===== config.mk =====
export PLATFORM = sky130hd
export DESIGN_NAME = sobel_col_feeder
export DESIGN_NICKNAME = d
export VERILOG_FILES = /design/src/rtl/sobel_col_feeder.sv
export SDC_FILE = /design/constraint.sdc
export NUM_CORES = 1
export LEC_CHECK = 0
export ABC_AREA = 1
export CELL_PAD_IN_SITES_DETAIL_PLACEMENT = 0
export CELL_PAD_IN_SITES_GLOBAL_PLACEMENT = 1
export CORE_ASPECT_RATIO = 1.2
export CORE_MARGIN = 1
export CORE_UTILIZATION = 40
export DETAILED_ROUTE_END_ITERATION = 16
export GPL_ROUTABILITY_DRIVEN = 0
export GPL_TIMING_DRIVEN = 0
export PLACE_DENSITY_LB_ADDON = 0.1
export RECOVER_POWER = 100
export SLEW_MARGIN = 20
export SYNTH_ARGS = -nofsm -noshare
export SYNTH_HDL_FRONTEND = slang
export SYNTH_SLANG_ARGS = --single-unit

===== constraint.sdc =====
create_clock -name clk -period 6.1 [get_ports clk]
set_input_delay 0.915 -clock clk [delete_from_list [all_inputs] [get_ports clk]]
set_output_delay 0.915 -clock clk [all_outputs]
set_load 0.01 [all_outputs]

===== src/rtl/sobel_col_feeder.sv =====
`default_nettype none
// ============================================================================
//  Module      : sobel_col_feeder
//  Description : Reads a raster-order grayscale image from a single-port SRAM
//                and presents it as one vertical 3-pixel column per cycle
//                (rows r-2, r-1, r) with an enable qualifier for a Sobel stage.
//                Two IMG_W-deep line buffers are primed before columns stream.
//                Once streaming starts, enable stays high without gaps until
//                the last column has been shown.
//  Ports       : clk          - clock, all state on the rising edge
//                reset        - asynchronous active-high reset
//                start        - frame request, honoured in IDLE / DONE only
//                mem_rd_en    - SRAM read strobe
//                mem_addr     - SRAM read address (row*IMG_W + col)
//                mem_rd_data  - SRAM data, valid the cycle after mem_rd_en
//                pixel_out0   - column top pixel    (row r-2)
//                pixel_out1   - column middle pixel (row r-1)
//                pixel_out2   - column bottom pixel (row r)
//                enable       - pixel_out0..2 hold a valid column
//                done         - frame fully delivered (level)
//  Revision    : 1.0 - initial release
// ============================================================================
module sobel_col_feeder #(
    parameter int BIT_LENGTH = 5,
    parameter int IMG_W      = 16,
    parameter int IMG_H      = 16,
    parameter int ADDR_W     = 8
) (
    input  logic                  clk,
    input  logic                  reset,
    input  logic                  start,
    output logic                  mem_rd_en,
    output logic [ADDR_W-1:0]     mem_addr,
    input  logic [BIT_LENGTH-1:0] mem_rd_data,
    output logic [BIT_LENGTH-1:0] pixel_out0,
    output logic [BIT_LENGTH-1:0] pixel_out1,
    output logic [BIT_LENGTH-1:0] pixel_out2,
    output logic                  enable,
    output logic                  done
);

    // Last priming address, first streaming address, last frame address.
    localparam logic [ADDR_W-1:0] c_prime_last   = ADDR_W'(2*IMG_W - 1);
    localparam logic [ADDR_W-1:0] c_stream_first = ADDR_W'(2*IMG_W);
    localparam logic [ADDR_W-1:0] c_last_addr    = ADDR_W'(IMG_W*IMG_H - 1);
    localparam logic [ADDR_W-1:0] c_addr_one     = ADDR_W'(1);

    typedef enum logic [1:0] {
        S_IDLE   = 2'd0,
        S_PRIME  = 2'd1,
        S_STREAM = 2'd2,
        S_DONE   = 2'd3
    } state_t;

    state_t                state_q,    state_d;
    logic                  rd_en_q,    rd_en_d;
    logic [ADDR_W-1:0]     addr_q,     addr_d;
    // Read-return tracking: data for the read issued last cycle is on the bus.
    logic                  valid_q,    valid_d;
    logic [ADDR_W-1:0]     ret_addr_q, ret_addr_d;
    logic [BIT_LENGTH-1:0] out0_q,     out0_d;
    logic [BIT_LENGTH-1:0] out1_q,     out1_d;
    logic [BIT_LENGTH-1:0] out2_q,     out2_d;
    logic                  enable_q,   enable_d;
    logic                  done_q,     done_d;
    // Line buffers: index 0 is the entry point, index IMG_W-1 is the head.
    logic [BIT_LENGTH-1:0] chain0_q [IMG_W];
    logic [BIT_LENGTH-1:0] chain0_d [IMG_W];
    logic [BIT_LENGTH-1:0] chain1_q [IMG_W];
    logic [BIT_LENGTH-1:0] chain1_d [IMG_W];

    always_comb begin
        state_d    = state_q;
        rd_en_d    = rd_en_q;
        addr_d     = addr_q;
        valid_d    = rd_en_q;
        ret_addr_d = addr_q;
        out0_d     = out0_q;
        out1_d     = out1_q;
        out2_d     = out2_q;
        done_d     = done_q;
        // Only returned rows 2..IMG_H-1 form complete columns.
        enable_d   = valid_q && (ret_addr_q >= c_stream_first);
        for (int i = 0; i < IMG_W; i++) begin
            chain0_d[i] = chain0_q[i];
            chain1_d[i] = chain1_q[i];
        end

        if (valid_q) begin
            out2_d      = mem_rd_data;
            out1_d      = chain1_q[IMG_W-1];
            out0_d      = chain0_q[IMG_W-1];
            for (int i = IMG_W - 1; i > 0; i--) begin
                chain0_d[i] = chain0_q[i-1];
                chain1_d[i] = chain1_q[i-1];
            end
            chain0_d[0] = chain1_q[IMG_W-1];
            chain1_d[0] = mem_rd_data;
        end

        case (state_q)
            S_IDLE, S_DONE: begin
                if (start) begin
                    state_d = S_PRIME;
                    rd_en_d = 1'b1;
                    addr_d  = '0;
                    done_d  = 1'b0;
                end
            end
            S_PRIME: begin
                addr_d = addr_q + c_addr_one;
                if (addr_q == c_prime_last) begin
                    state_d = S_STREAM;
                end
            end
            S_STREAM: begin
                if (rd_en_q) begin
                    if (addr_q == c_last_addr) begin
                        rd_en_d = 1'b0;
                    end else begin
                        addr_d = addr_q + c_addr_one;
                    end
                end
                // Returns are gap-free, so the first cycle with a column on
                // display but no data returning marks the end of the frame.
                if (enable_q && !valid_q) begin
                    state_d = S_DONE;
                    done_d  = 1'b1;
                end
            end
            default: state_d = S_IDLE;
        endcase
    end

    always_ff @(posedge clk or posedge reset) begin
        if (reset) begin
            state_q    <= S_IDLE;
            rd_en_q    <= 1'b0;
            addr_q     <= '0;
            valid_q    <= 1'b0;
            ret_addr_q <= '0;
            out0_q     <= '0;
            out1_q     <= '0;
            out2_q     <= '0;
            enable_q   <= 1'b0;
            done_q     <= 1'b0;
            for (int i = 0; i < IMG_W; i++) begin
                chain0_q[i] <= '0;
                chain1_q[i] <= '0;
            end
        end else begin
            state_q    <= state_d;
            rd_en_q    <= rd_en_d;
            addr_q     <= addr_d;
            valid_q    <= valid_d;
            ret_addr_q <= ret_addr_d;
            out0_q     <= out0_d;
            out1_q     <= out1_d;
            out2_q     <= out2_d;
            enable_q   <= enable_d;
            done_q     <= done_d;
            for (int i = 0; i < IMG_W; i++) begin
                chain0_q[i] <= chain0_d[i];
                chain1_q[i] <= chain1_d[i];
            end
        end
    end

    assign mem_rd_en  = rd_en_q;
    assign mem_addr   = addr_q;
    assign pixel_out0 = out0_q;
    assign pixel_out1 = out1_q;
    assign pixel_out2 = out2_q;
    assign enable     = enable_q;
    assign done       = done_q;

endmodule
`default_nettype wire


==> results of run 1 <==
==> flip-flops by register name (all words and copies together) (netlist names) <==
register,cells
ret_addr_q,3
chain0_q,80
valid_q,1
mem_addr,8
pixel_out0,5
state_q,2
mem_rd_en,1
done,1
chain1_q,80
enable,1
==> routing by layer <==
metal | global-route usage | share of wire | vias up
met1 | 0.2295 | 0.49 | 2420
met4 | 0.05964 | 0.014 | 0
met3 | 0.03688 | 0.020 | 15
met5 | 0 | 0 | -
li1 | - | - | 2381
met2 | 0.2806 | 0.48 | 34
==> cells in the final DEF (no fill, tap or decap), drive strengths merged <==
cell and count:
nand2 219, dfrtp 182, o21ai 165, inv 89
clkbuf 60, dlygate4sd3 27, nor2 12, buf 12
nand3 10, clkdlybuf4s50 6, ha 4, bufinv 4
xor2 2, clkinvlp 2, nor3 1, a21oi 1
nand4 1, nand3b 1, xnor2 1, clkinv 1
==> worst max-delay path: stages, from the launching register on <==
cell and delay (ps):
dfrtp_1 400, buf_4 140, dlygate4sd3_1 590
==> stage by stage <==
step	setup TNS (ps)	cell area [um2]
6_report	0	8227
5_1_grt	0	8227
4_1_cts	0	8310
3_5_place_dp	0	7665
3_3_place_gp	-360480	7630
2_1_floorplan	0	7029
==> final cells by class <==
| class | count | area (um2) |
|---|---|---|
| Timing Repair Buffer | 34 | 357.8 |
| Fill cell | 1678 | 8820 |
| Clock inverter | 7 | 140.1 |
| Sequential cell | 182 | 4554 |
| Multi-Input combinational cell | 417 | 1846 |
| Inverter | 89 | 341.6 |
| Clock buffer | 25 | 505.5 |
| Tap cell | 216 | 270.3 |
| Buffer | 46 | 211.5 |
==> logic make-up after synthesis <==
family                     count (synthesis)
and+or+nand+nor                          244
adders and majority gates                  4
xor gates and xnor gates                   3
buffers and inverters                    135
DFF                                      182
AOI/OAI and AO/OA                        166
==> final timing paths <==
kind                                      end  slack, ps  cells after the start
worst min-delay path                  valid_q        470                      0
worst max register to register   chain1_q[65]       3830                      6
worst max-delay path            pixel_out1[0]       3630                      2
min in group asynchronous        chain1_q[27]       1110                      2
max in group asynchronous           mem_rd_en       4130                      3
worst min register to register        valid_q        470                      0
==> power by group through the flow <==
stage / clock network [mW] / logic, mW / registers [mW]
6_report: 1.18 / 1.20 / 1.85
5_1_grt: 1.26 / 1.40 / 1.90
4_1_cts: 1.21 / 1.32 / 1.86
3_5_place_dp: 0 / 1.31 / 1.87
3_3_place_gp: 0 / 1.27 / 1.87
2_1_floorplan: 0 / 0.865 / 1.83
==> impl_results.md, run 1 <==
- Power share of the combinational group: 0.283
- Routed Antenna Nets: 0
- Part of the power in registers: 0.438
- Worst min path class: register to register
- Switching fraction of total power: 0.3395
- Via count: 4850
- Initial Utilization: 0.4124
- Hold_buf cts: 0
- Achievable Freq: 0.4055 GHz
- Worst setup path class: register to output pin
- Setup WS post-layout: 3634 ps
- Syn Nets: 746
- RSZ-0062 raised after global routing: false
- Async set-reset flop share out of synthesis: 1.000
- Routed Wire Length: 13910 um
- Max Fanout on Critical Path: 2
- Critical path launch point: chain0_q[75]
- Final Skew: 7.672 ps
- Initial antenna violation count: 0
- Post-cts resize count: 0
- Main combinational cell family by area after synthesis: simple AND/OR/NAND/NOR gates
- Top post-synthesis cells by area: dfrtp_1 65%, nand2_1 12%, o21ai_0 11%
- Total Die Area: 0.01811 mm2
- Total GRT Usage: 0.1733
- Sinks on Clock Net: 182
- Drt pass-1 iters: 4
- Top FF cell, synth: dfrtp_1
- Compound-Gate Fraction of Synth Area: 0.1187
- CP endpoint kind: output pin
- Max-cap violations: 0
- Post-synthesis adder-cell area fraction: 0.007120
- Core Util, Final: 0.4826
- Clock share of power: 0.279
- Die Y-Extent: 147.2 um
- Mux contribution to synthesized area: 0
- Setup WS pre-CTS: 3721 ps
- Period minus WS final: 2466 ps
- Placed insts: 984
- Seq/Total Area, Yosys: 0.6479
- Vias in the first global route: 5060
- Grt ovf: 0
- Slew Viols, Final: 0
- Ys Warns: 0
- Largest net degree at the start of global routing: 93
- Top-count cell post-synth: nand2_1
- Fin. Hold Viols: 0
- Netlist Area Pre-Place: 0.007029 mm2
- Starting DRT DRC Count: 293
- CTS tree: yes
- Worst hold start: mem_rd_en
- Post-synth top area cell: dfrtp_1
- Core Region: 0.01705 mm2
- XOR/XNOR Fraction of Synth Area: 0.003738
- Crit start category: register
- R2r startpoint: valid_q
- Worst Tran Pin Value: 639.8 ps
- CTS HTree Levels: 4
- Leakage: 3.854 nW
- Row count: 52
- # IOs: 34
- Clock buffer depth: 2
- EDFF count, synth: 0
- Synth Instances: 734
- Area Overhead vs Synth: 17.03%
- Simple-gate portion of the synthesized area: 0.1342
- Netlist cell types: 21
- Commonest cells in the netlist: 219 x nand2_1, 182 x dfrtp_1, 158 x o21ai_0
- CTS clk-pin slew, worst paths: 60 ps
- Total CTS buffers: 17
- HPWL Detailed: 8948 um
- Max-slew headroom: 0.5735
- DR WL/cell: 13.69 um
- Number of vias per cell: 4.774
- Clock root cell: clkbuf_16
- Skew-Pair Late Insertion Delay: 420 ps
- Final period utilization: 0.4043
- Final Non-Filler Cells: 1016
- Hold Worst Slack: 468.4 ps
- P_sw: 1.434 mW
- Worst EP required: 5180 ps
- Pint: 2.790 mW
- Fin nets: 799
- Top cell type's share of synthesized area: 0.6479
- First-pass GRT wire length: 24360 um
- Arr. time, crit path: 1550 ps
- Avg Inst Size Synth: 9.577 um2
- Outcome: finished clean
- Max IR drop VDD: 0.0002177 V
- Pwr/cell area: 513.4 mW/mm2
- Final Power: 4.223 mW
- Die width: 123.0 um
- Port Buf Inserts: 33
- Postcts setup bufs: 0
- # DRC: 0
- Count of final setup violators: 0
- Inserted Diodes: 0
- Post-synthesis register bit count: 182
- Layout cells sized above 1: 0.05500
Note: power is estimated with default switching activity, not from simulation.
==> run 2: changes to the inputs <==
Clock period 6.1 ns to 2.1 ns, I/O delays scaled along.
==> impl_results.md, run 2 (synthesis results as in run 1) <==
- Period minus WS final: 1863 ps
- Port Buf Inserts: 33 (unchanged)
- Outcome: finished clean
- RSZ-0062 raised after global routing: false
- Power share of the combinational group: 0.287 (+0.004)
- Max-cap violations: 0 (unchanged)
- Critical path launch point: chain0_q[76]
- Pwr/cell area: 1490 mW/mm2 (+190%)
- CTS tree: yes
- Part of the power in registers: 0.432 (-0.006)
- First-pass GRT wire length: 24730 um (+1.5%)
- Inserted Diodes: 0 (unchanged)
- Core Util, Final: 0.4905 (+0.007927)
- Switching fraction of total power: 0.3376 (-0.001910)
- Die width: 123.0 um (unchanged)
- Count of final setup violators: 0 (unchanged)
- HPWL Detailed: 9427 um (+5.4%)
- Total CTS buffers: 17 (unchanged)
- Setup WS pre-CTS: 176.9 ps (-3544 ps)
- Via count: 4850 (unchanged)
- Postcts setup bufs: 0 (unchanged)
- Clock buffer depth: 2 (unchanged)
- R2r startpoint: valid_q
- Worst setup path class: register to output pin
- Commonest non-fill, non-tap cell in the layout: nand2_1
- Worst min path class: input pin to async pin
- R2R Setup Slk: 290 ps (-3540 ps)
- Hold Worst Slack: 320.9 ps (-147.5 ps)
- Layout cells sized above 1: 0.08209 (+0.02709)
- Largest net degree at the start of global routing: 31 (-67%)
- Skew-Pair Late Insertion Delay: 430 ps (about the same)
- Total GRT Usage: 0.1758 (+0.002496)
- Pint: 8.255 mW (+200%)
- Starting DRT DRC Count: 275 (-6.1%)
- Routed Antenna Nets: 0 (unchanged)
- Routed Wire Length: 13950 um (+0.24%)
- Total Die Area: 0.01811 mm2 (unchanged)
- Drt pass-1 iters: 5 (+1)
- Max IR drop VDD: 0.0006756 V (+210%)
- Final period utilization: 0.8871
- # DRC: 0 (unchanged)
- Setup WS post-layout: 237.2 ps (-3397 ps)
- Most frequent cells in the layout: 219 x nand2_1, 182 x dfrtp_1, 163 x o21ai_0, 87 x inv_1, 26 x dlygate4sd3_1
- Final Skew: 9.450 ps (+1.778 ps)
- DR WL/cell: 13.67 um (-0.15%)
- Number of vias per cell: 4.755 (-0.39%)
- Max-slew headroom: 0.4456 (-0.1278)
- Fin. Hold Viols: 0 (unchanged)
- Worst EP required: 1780 ps (-3400 ps)
- Row count: 52 (unchanged)
- Die Y-Extent: 147.2 um (unchanged)
- Max Fanout on Critical Path: 2 (unchanged)
- Arr. time, crit path: 1550 ps (about the same)
- Achievable Freq: 0.5368 GHz
- Cell area after layout: 0.008362 mm2 (+1.6%)
- Clock share of power: 0.281 (+0.002)
- Vias in the first global route: 4981 (-1.6%)
- Grt ovf: 0 (unchanged)
- Area after DPL: 0.007754 mm2 (+1.2%)
- Leakage: 3.938 nW (+2.2%)
- CTS clk-pin slew, worst paths: 70 ps (about the same)
- Core Region: 0.01705 mm2 (unchanged)
- CP endpoint kind: output pin
- Sinks on Clock Net: 182 (unchanged)
- Worst Tran Pin Value: 827.0 ps (+187.2 ps)
- Worst reg2reg path endpoint: state_q[0]
- Slew Viols, Final: 0 (unchanged)
- Fin nets: 804 (+0.63%)
- Hold_buf cts: 0 (unchanged)
- Crit start category: register
- CTS HTree Levels: 4 (unchanged)
- Post-cts resize count: 0 (unchanged)
- Reg2Reg Depth: 7 (+1)
- Area Overhead vs Synth: 18.96%
- Clock root cell: clkbuf_16
- # IOs: 34 (unchanged)
- Initial Utilization: 0.4124 (unchanged)
- Initial antenna violation count: 0 (unchanged)
- P_sw: 4.207 mW (+190%)
[run 2: cell count changes in the layout (fill, tap and decap cells not counted), moves of 2 or more]
cell,before,now
o21ai_0,161,163
clkbuf_2,0,2
clkbuf_1,38,21
buf_6,0,5
clkbuf_8,5,2
buf_2,1,5
o21ai_1,4,2
buf_4,10,16
buf_12,0,4
clkinv_4,0,3
[run 2: metrics by stage]
| stage | TNS, ps | instances | total power, mW |
|---|---|---|---|
| after global routing | 0 | 1020 | 13.45 |
| final | 0 | 1020 | 12.46 |
| after global placement | -360560 | 983 | 9.119 |
| after CTS | 0 | 1020 | 12.82 |
| after detailed placement | 0 | 989 | 9.255 |
| after floorplan | -100380 | 734 | 7.828 |
[run 2: how the worst max path moves through the flow]
stage / slack, ps / endpoint / depth (start not counted)
6_report: 240 / pixel_out1[1] / 2
5_1_grt: 110 / state_q[0] / 7
4_1_cts: 270 / mem_addr[6] / 1
3_5_place_dp: 180 / mem_addr[2] / 6
3_3_place_gp: -2000 / mem_addr[2] / 2
2_1_floorplan: -550 / chain0_q[0] / 1
[run 2: power by group through the flow]
stage	clock [mW]	combinational (mW)	sequential, mW
after floorplan	0	2.51	5.31
after global placement	0	3.68	5.44
after detailed placement	0	3.79	5.46
after CTS	3.60	3.82	5.41
after global routing	3.74	4.17	5.54
final	3.50	3.58	5.38
[run 2: critical path, stage by stage (launching register included)]
cell	delay (ps)
dfrtp_1	390
buf_4	130
dlygate4sd3_1	590
[run 2: layout make-up]
class                           instances  area (um2)
Timing Repair Buffer                   39       426.7
Clock inverter                         11       198.9
Multi-Input combinational cell        417        1849
Clock buffer                           20       456.7
Fill cell                            1637        8685
Tap cell                              216       270.3
Sequential cell                       182        4554
Buffer                                 46       270.3
Inverter                               89       335.3
[run 2: layer usage]
layer	GRT usage	up-vias	share of wire
li1	-	2395	-
met1	0.2412	2396	0.48
met2	0.2747	44	0.49
met3	0.04193	15	0.023
met4	0.05482	0	0.012
met5	0	-	0
==> run 3: changes to the inputs <==
Settings changed: CORE_UTILIZATION 40 to 42.
==> impl_results.md, run 3 (synthesis results as in run 1) <==
- Outcome: finished clean
- CTS clk-pin slew, worst paths: 70 ps (about the same)
- DR WL/cell: 13.73 um (+0.44%)
- Core Region: 0.01627 mm2 (-4.5%)
- Cell area after layout: 0.008317 mm2 (-0.54%)
- Commonest non-fill, non-tap cell in the layout: nand2_1
- Area after DPL: 0.007729 mm2 (-0.32%)
- Routed Antenna Nets: 0 (unchanged)
- Skew-Pair Late Insertion Delay: 430 ps (about the same)
- Final Skew: 5.815 ps (-3.635 ps)
- Setup WS post-layout: 207.9 ps (-29.28 ps)
- First-pass GRT wire length: 24730 um (unchanged)
- Area Overhead vs Synth: 18.32%
- Max-cap violations: 0 (unchanged)
- R2R Setup Slk: 280 ps (about the same)
- # DRC: 0 (unchanged)
- Post-cts resize count: 0 (unchanged)
- Total Die Area: 0.01726 mm2 (-4.7%)
- Die Y-Extent: 143.7 um (-2.4%)
- Worst min path class: input pin to async pin
- Max Fanout on Critical Path: 3 (+1)
- Leakage: 3.907 nW (-0.79%)
- Fin. Hold Viols: 0 (unchanged)
- Max-slew headroom: 0.4183 (-0.02731)
- Via count: 4865 (+0.31%)
- Drt pass-1 iters: 4 (-1)
- Sinks on Clock Net: 182 (unchanged)
- Die width: 120.1 um (-2.4%)
- Layout cells sized above 1: 0.07960 (-0.002488)
- CP endpoint kind: output pin
- Clock buffer depth: 2 (unchanged)
- Achievable Freq: 0.5285 GHz (-1.5%)
- Routed Wire Length: 13950 um (about the same)
- Largest net degree at the start of global routing: 36 (+16%)
- CTS HTree Levels: 4 (unchanged)
- Number of vias per cell: 4.788 (+0.70%)
- Initial antenna violation count: 0 (unchanged)
- Worst Tran Pin Value: 872.5 ps (+45.51 ps)
- Final period utilization: 0.9010 (+0.01394)
- Arr. time, crit path: 1580 ps (+30 ps)
- HPWL Detailed: 9348 um (-0.83%)
- Setup WS pre-CTS: -60.40 ps (-237.3 ps)
- CTS tree: yes
- RSZ-0062 raised after global routing: false
- Hold_buf cts: 0 (unchanged)
- TNS Setup: 0 ps (unchanged)
- Starting DRT DRC Count: 282 (+2.5%)
- Row count: 51 (-1.9%)
- Clock root cell: clkbuf_16
- Vias in the first global route: 4973 (-0.16%)
- Count of final setup violators: 0 (unchanged)
- Inserted Diodes: 0 (unchanged)
- Fin nets: 803 (-0.12%)
- Pwr/cell area: 1485 mW/mm2 (-0.36%)
- Final Power: 12.35 mW (-0.89%)
- Worst EP required: 1780 ps (about the same)
- Grt ovf: 0 (unchanged)
- Period minus WS final: 1892 ps (+29.28 ps)
- Worst setup path class: register to output pin
- Initial Utilization: 0.4320 (+0.01963)
- Port Buf Inserts: 33 (unchanged)
- Postcts setup bufs: 0 (unchanged)
- Most frequent cells in the layout: 219 x nand2_1, 182 x dfrtp_1, 163 x o21ai_0, 87 x inv_1, 27 x dlygate4sd3_1
- Slew Viols, Final: 0 (unchanged)
- Crit start category: register
- # IOs: 34 (unchanged)
- Max IR drop VDD: 0.0007188 V (+6.4%)
- Total GRT Usage: 0.1840 (+0.008169)
- Total CTS buffers: 17 (unchanged)
run 3: critical path: stages (launching register included):
cell and delay, ps:
dfrtp_1 410, buf_4 140, dlygate4sd3_1 590
run 3: worst paths after layout:
check / depth (start not counted) / end / startpoint
max in group asynchronous: 6 / chain0_q[11] / reset
hold reg to reg: 0 / valid_q / mem_rd_en
min in group clk: 3 / chain1_q[75] / mem_rd_data[0]
setup reg to reg: 7 / state_q[1] / valid_q
hold / removal: 2 / chain0_q[78] / reset
setup / recovery: 2 / pixel_out2[0] / chain1_q[75]
run 3: final cells by class:
cell class | instances | area [um2]
Timing Repair Buffer | 38 | 415.4
Multi-Input combinational cell | 417 | 1849
Tap cell | 212 | 265.3
Sequential cell | 182 | 4554
Clock inverter | 14 | 197.7
Buffer | 46 | 267.8
Inverter | 89 | 337.8
Clock buffer | 18 | 429.2
Fill cell | 1530 | 7955
run 3: per-layer routing:
layer	up-vias	wire [um]	GRT usage
met5	-	0	0
met4	0	220	0.06513
met3	16	375	0.04048
met2	50	6528	0.2982
met1	2401	6828	0.2434
li1	2398	-	-
run 3: power by group:
| part | internal (mW) | switching (mW) | leakage, nW |
|---|---|---|---|
| combinational | 1.29 | 2.31 | 1.19 |
| clock | 2.00 | 1.38 | 0.290 |
| sequential | 4.78 | 0.594 | 2.42 |
run 3: metrics by stage:
stage,utilization,std cells,hold WS (ps)
after floorplan,-,734,431.6
after global placement,0.4688,979,457.0
after detailed placement,0.4750,984,456.4
after CTS,0.5135,1016,336.6
after global routing,0.5111,1016,443.7
final,0.5111,1016,438.3
